==> config.mk <==
export PLATFORM = sky130hd
export DESIGN_NAME = alsu_result_stage
export DESIGN_NICKNAME = d
export VERILOG_FILES = /design/src/rtl/alsu_pkg.sv /design/src/rtl/alsu_result_mux.sv /design/src/rtl/alsu_result_stage.sv
export SDC_FILE = /design/constraint.sdc
export NUM_CORES = 1
export LEC_CHECK = 0
export ABC_AREA = 0
export BUFFER_PORTS_ARGS = -buffer_cell sky130_fd_sc_hd__buf_2
export CORE_ASPECT_RATIO = 0.8
export CORE_MARGIN = 1.5
export CORE_UTILIZATION = 51
export DETAILED_ROUTE_END_ITERATION = 10
export HOLD_SLACK_MARGIN = 0.1
export PLACE_DENSITY = 0.78
export SYNTH_ARGS = -nofsm -noshare
export SYNTH_HDL_FRONTEND = slang
export SYNTH_SLANG_ARGS = --single-unit
==> constraint.sdc <==
create_clock -name clk -period 2.54 [get_ports clk]
set_input_delay 0.254 -clock clk [delete_from_list [all_inputs] [get_ports clk]]
set_output_delay 0.254 -clock clk [all_outputs]
set_load 0.03 [all_outputs]
==> src/rtl/alsu_pkg.sv <==
// Shared definitions for the ALSU result stage: op_sel encodings, default width, FIFO state type.
package alsu_pkg;

   localparam int ALSU_WIDTH = 4;

   localparam logic [1:0] OP_BYP_A = 2'b00;
   localparam logic [1:0] OP_BYP_B = 2'b01;
   localparam logic [1:0] OP_EQ    = 2'b10;
   localparam logic [1:0] OP_SLT   = 2'b11;

   typedef enum logic [1:0] {
      ST_EMPTY = 2'b00,
      ST_ONE   = 2'b01,
      ST_FULL  = 2'b10
   } state_t;

endpackage

==> src/rtl/alsu_result_mux.sv <==
// Combinational 4:1 selection of the operation-stage result addressed by op_sel.
module alsu_result_mux
   import alsu_pkg::*;
#(
   parameter int WIDTH = ALSU_WIDTH
) (
   input  logic [1:0]       i_sel,
   input  logic [WIDTH-1:0] i_a,
   input  logic [WIDTH-1:0] i_b,
   input  logic [WIDTH-1:0] i_eq,
   input  logic [WIDTH-1:0] i_slt,
   output logic [WIDTH-1:0] o_data
);

   // select the result for the requested operation
   always_comb begin
      o_data = '0;
      case (i_sel)
         OP_BYP_A: o_data = i_a;
         OP_BYP_B: o_data = i_b;
         OP_EQ:    o_data = i_eq;
         OP_SLT:   o_data = i_slt;
         default:  o_data = '0;
      endcase
   end

endmodule

==> src/rtl/alsu_result_stage.sv <==
// Two-entry result FIFO between the ALSU operation stage and its consumer.
// Optional per-entry even parity output enabled by macro ALSU_RESULT_PARITY_EN.
module alsu_result_stage
   import alsu_pkg::*;
#(
   parameter int WIDTH = ALSU_WIDTH
) (
   input  logic             clk,
   input  logic             rst,
   input  logic             in_valid,
   output logic             in_ready,
   input  logic [1:0]       op_sel,
   input  logic [WIDTH-1:0] out_1,
   input  logic [WIDTH-1:0] out_2,
   input  logic [WIDTH-1:0] out_3,
   input  logic [WIDTH-1:0] out_4,
   output logic             res_valid,
   input  logic             res_ready,
   output logic [WIDTH-1:0] res_data,
   output logic [1:0]       res_op,
   output logic             res_zero
`ifdef ALSU_RESULT_PARITY_EN
   ,output logic            res_parity
`endif
);

   function automatic logic even_parity(input logic [WIDTH-1:0] d);
      return ^d;
   endfunction

   state_t           r_state;
   state_t           w_state_nxt;
   logic [WIDTH-1:0] r_data0;
   logic [WIDTH-1:0] r_data1;
   logic [1:0]       r_op0;
   logic [1:0]       r_op1;
   logic [WIDTH-1:0] w_sel_data;
   logic             w_push;
   logic             w_pop;
   logic             w_load_head;
   logic             w_load_tail;
   logic             w_promote;

   alsu_result_mux #(.WIDTH(WIDTH)) u_mux (
      .i_sel  (op_sel),
      .i_a    (out_1),
      .i_b    (out_2),
      .i_eq   (out_3),
      .i_slt  (out_4),
      .o_data (w_sel_data)
   );

   assign in_ready  = (r_state != ST_FULL);
   assign res_valid = (r_state != ST_EMPTY);
   assign w_push    = in_valid & in_ready;
   assign w_pop     = res_valid & res_ready;

   // next-state and storage-update decode
   always_comb begin
      w_state_nxt = r_state;
      w_load_head = 1'b0;
      w_load_tail = 1'b0;
      w_promote   = 1'b0;
      case (r_state)
         ST_EMPTY: begin
            if (w_push) begin
               w_state_nxt = ST_ONE;
               w_load_head = 1'b1;
            end else begin
               w_state_nxt = ST_EMPTY;
            end
         end
         ST_ONE: begin
            // push with pop replaces the head in place
            if (w_push && w_pop) begin
               w_load_head = 1'b1;
            end else if (w_push) begin
               w_state_nxt = ST_FULL;
               w_load_tail = 1'b1;
            end else if (w_pop) begin
               w_state_nxt = ST_EMPTY;
            end else begin
               w_state_nxt = ST_ONE;
            end
         end
         ST_FULL: begin
            if (w_pop) begin
               w_state_nxt = ST_ONE;
               w_promote   = 1'b1;
            end else begin
               w_state_nxt = ST_FULL;
            end
         end
         default: w_state_nxt = ST_EMPTY;
      endcase
   end

   // state and entry storage
   always_ff @(posedge clk or posedge rst) begin
      if (rst) begin
         r_state <= ST_EMPTY;
         r_data0 <= '0;
         r_data1 <= '0;
         r_op0   <= 2'b00;
         r_op1   <= 2'b00;
      end else begin
         r_state <= w_state_nxt;
         if (w_load_head) begin
            r_data0 <= w_sel_data;
            r_op0   <= op_sel;
         end else if (w_promote) begin
            r_data0 <= r_data1;
            r_op0   <= r_op1;
         end
         if (w_load_tail) begin
            r_data1 <= w_sel_data;
            r_op1   <= op_sel;
         end
      end
   end

   assign res_data = res_valid ? r_data0 : '0;
   assign res_op   = res_valid ? r_op0 : 2'b00;
   assign res_zero = res_valid & (r_data0 == '0);

`ifdef ALSU_RESULT_PARITY_EN
   logic r_par0;
   logic r_par1;

   // parity captured alongside each entry
   always_ff @(posedge clk or posedge rst) begin
      if (rst) begin
         r_par0 <= 1'b0;
         r_par1 <= 1'b0;
      end else begin
         if (w_load_head) begin
            r_par0 <= even_parity(w_sel_data);
         end else if (w_promote) begin
            r_par0 <= r_par1;
         end
         if (w_load_tail) begin
            r_par1 <= even_parity(w_sel_data);
         end
      end
   end

   assign res_parity = res_valid & r_par0;
`endif

endmodule

==> metrics.yaml <==
cells_and_area:
  area_growth_pct: 22.6
  diodes: 0
  layout.cells.non_filler: 129
  post_route_cells_drive_above_1_share: 0.417
  fill_cells: 133
  layout_common_cells: "buf_2 (30), dfrtp_1 (14), nor2b_1 (8)"
  final_common_cell: "buf_2"
  stdcell_area_um2: 1030
  fin_nets: 132
  final_util: 0.702
timing:
  worst_slew_pin_slew_ns: 0.535
  hold_ws_ns: 0.191
  period_share: 0.677
  finalWorstSetupSlack_ns: 0.820
  slew_headroom: 0.643
  fin_tns_setup_ns: 0
  finalClockSkew_ns: 0.00524
  hold_viol_final: 0
  rsz0062_at_grt: "false"
  final-max-slew-violation-count: 0
  fmax_ghz: 0.581
  setup_viol: 0
  period_minus_slack_ns: 1.72
clock_network:
  cts-root-buf: "clkbuf_4"
  h-tree-depth: 1
  hold_buffers: 1
  cts.path.max_buffers: 2
  cts_buffers: 3
  clkSinkCount: 14
  postCtsSetupBuffers: 0
  cts_resized: 0
  clk_pin_slew_ns: 0.08
  cts_tree: "done"
  clock_latency_ns: 0.28
worst_setup_path:
  worst_ep_arrival_time_ns: 1.47
  r2r-end: "r_op1[1]"
  crit_required_ns: 2.29
  ff2ff_path_depth: 3
  r2r_start: "r_state[1]"
  cp_slowest_cell: "or4_1"
  r2r_slack_ns: 1.05
  end_kind: "output port"
  worstPathMaxFanout: 3
  path_cells: "or4_1 > nor2_1 > buf_2"
  cpPeakStageDelay_ns: 0.51
  path_class: "reg -> out"
  crit_path_start_kind: "register"
yosys:
  synth_area_leaders: "dfrtp_1 (42%), mux4_2 (11%), mux2_4 (7.1%)"
  synth_area_per_cell_um2: 11.0
  yosys_warnings: 0
  synth_top_area_frac: 0.415
  synth_top_cell_by_area: "dfrtp_1"
  synth_top_family_by_area: "multiplexers"
  synth_cell_types: 22
  ys_seq_area_frac: 0.415
  synth_simple_gate_area_frac: 0.165
  syn-cell-area_um2: 843
  synth-seq-cells: 14
  syn_nets: 99
  muxShareOfSynthArea: 0.230
  synth_cells: 77
  synthAdderAreaFrac: 0
  synth-xor-area-share: 0
  synth_compound_area_frac: 0.154
grt:
  antenna_found_initial: 0
  gr-total-overflow: 0
  grt_pass1_wl_um: 2980
  grt.total_usage: 0.211
  grt_pass1_vias: 681
  grt_max_degree: 15
place:
  gp_congestion: 0.834
  place_ws_ns: 1.08
  io_buffers: 30
  place_hpwl_um: 1410
  place_area_um2: 1000
  dp_cells: 125
die:
  num_rows: 12
  ios: 31
  fp.dieArea_um2: 1910
  die-width_um: 48.5
  initial_core_util: 0.573
  coreArea_um2: 1470
  fp.dieH_um: 39.4
pwr:
  p_total_uw: 861
  power.density_nw_per_um2: 833
  ir_drop_uv: 433
  p_leak_nw: 0.469
run:
  cap_violations: 0
min_path:
  holdPathEnd: "r_state[1]"
  hold_path.class: "in -> reg"
  hp-start: "res_ready"
  hold_depth: 2
detailed_routing:
  vias_per_cell: 5.56
  post_drt_wl_per_cell_um: 13.5
  dr.pass1.iters: 4
  drc: 0
  drtIter0Drc: 14
  ant_nets: 0
  vias: 717
  drt-total-wl_um: 1740
status:
  outcome: "completed"
## final cells by class
class	instances	area, um^2	share of cell area
Multi-Input combinational cell	57	463	0.448
Inverter	3	11.3	0.0109
Tap cell	21	26.3	0.0254
Timing Repair Buffer	31	160	0.155
Clock buffer	3	22.5	0.0218
Sequential cell	14	350	0.339
## Yosys cell counts
cell type	number
nand3_1	6
buf_6	1
a211oi_1	6
nor2_4	1
dfrtp_1	14
mux4_2	4
nand2b_1	2
o21ai_0	7
inv_1	2
a21oi_1	1
clkbuf_1	2
mux2_4	4
and3b_1	1
mux2_2	3
nor2b_1	8
mux2i_1	1
nor2_1	2
or4_1	1
a21o_1	1
nand2_1	3
a31oi_1	6
clkinv_1	1
## routing by layer
| metal | part of all wire | global-route usage | up-vias |
|---|---|---|---|
| met5 | 0 | 0 | - |
| met4 | 0 | 0.0857 | 0 |
| met3 | 0.071 | 0.0305 | 0 |
| met2 | 0.47 | 0.392 | 39 |
| met1 | 0.46 | 0.257 | 319 |
| li1 | - | - | 359 |
## where the power goes
part | leakage [nW] | total (mW) | internal (mW) | switching [mW]
combinational | 0.290 | 0.375 | 0.165 | 0.210
clock | 0.0138 | 0.125 | 0.0550 | 0.0700
sequential | 0.165 | 0.361 | 0.308 | 0.0533
## worst max path at each step
stage	slack, ns	from	cells past startpoint	to
global route	0.73	r_state[1]	3	res_data[0]
finish	0.82	r_data0[0]	3	res_zero
detailed placement	1.08	r_state[1]	3	r_op1[0]
floorplan	1.01	r_data0[0]	2	res_zero
CTS	0.81	r_data0[0]	3	res_zero
global placement	1.14	r_state[1]	3	r_op1[1]
## critical path, delay by kind of cell (launching register included)
family	cells	cell delay (ns)
and+or+nand+nor	2	0.60
buffers and inverters	1	0.20
DFF	1	0.39
## registers in the layout, indices dropped and copies added (netlist names)
name,count
r_data1,4
r_op0,2
r_state,2
r_data0,4
r_op1,2
## cells by family after synthesis
group                  Yosys count
AO/OA/AOI/OAI                   21
buffers and inverters            6
flip-flops                      14
multiplexers                    12
AND/OR/NAND/NOR                 24
Note: power is estimated with default switching activity, not from simulation.
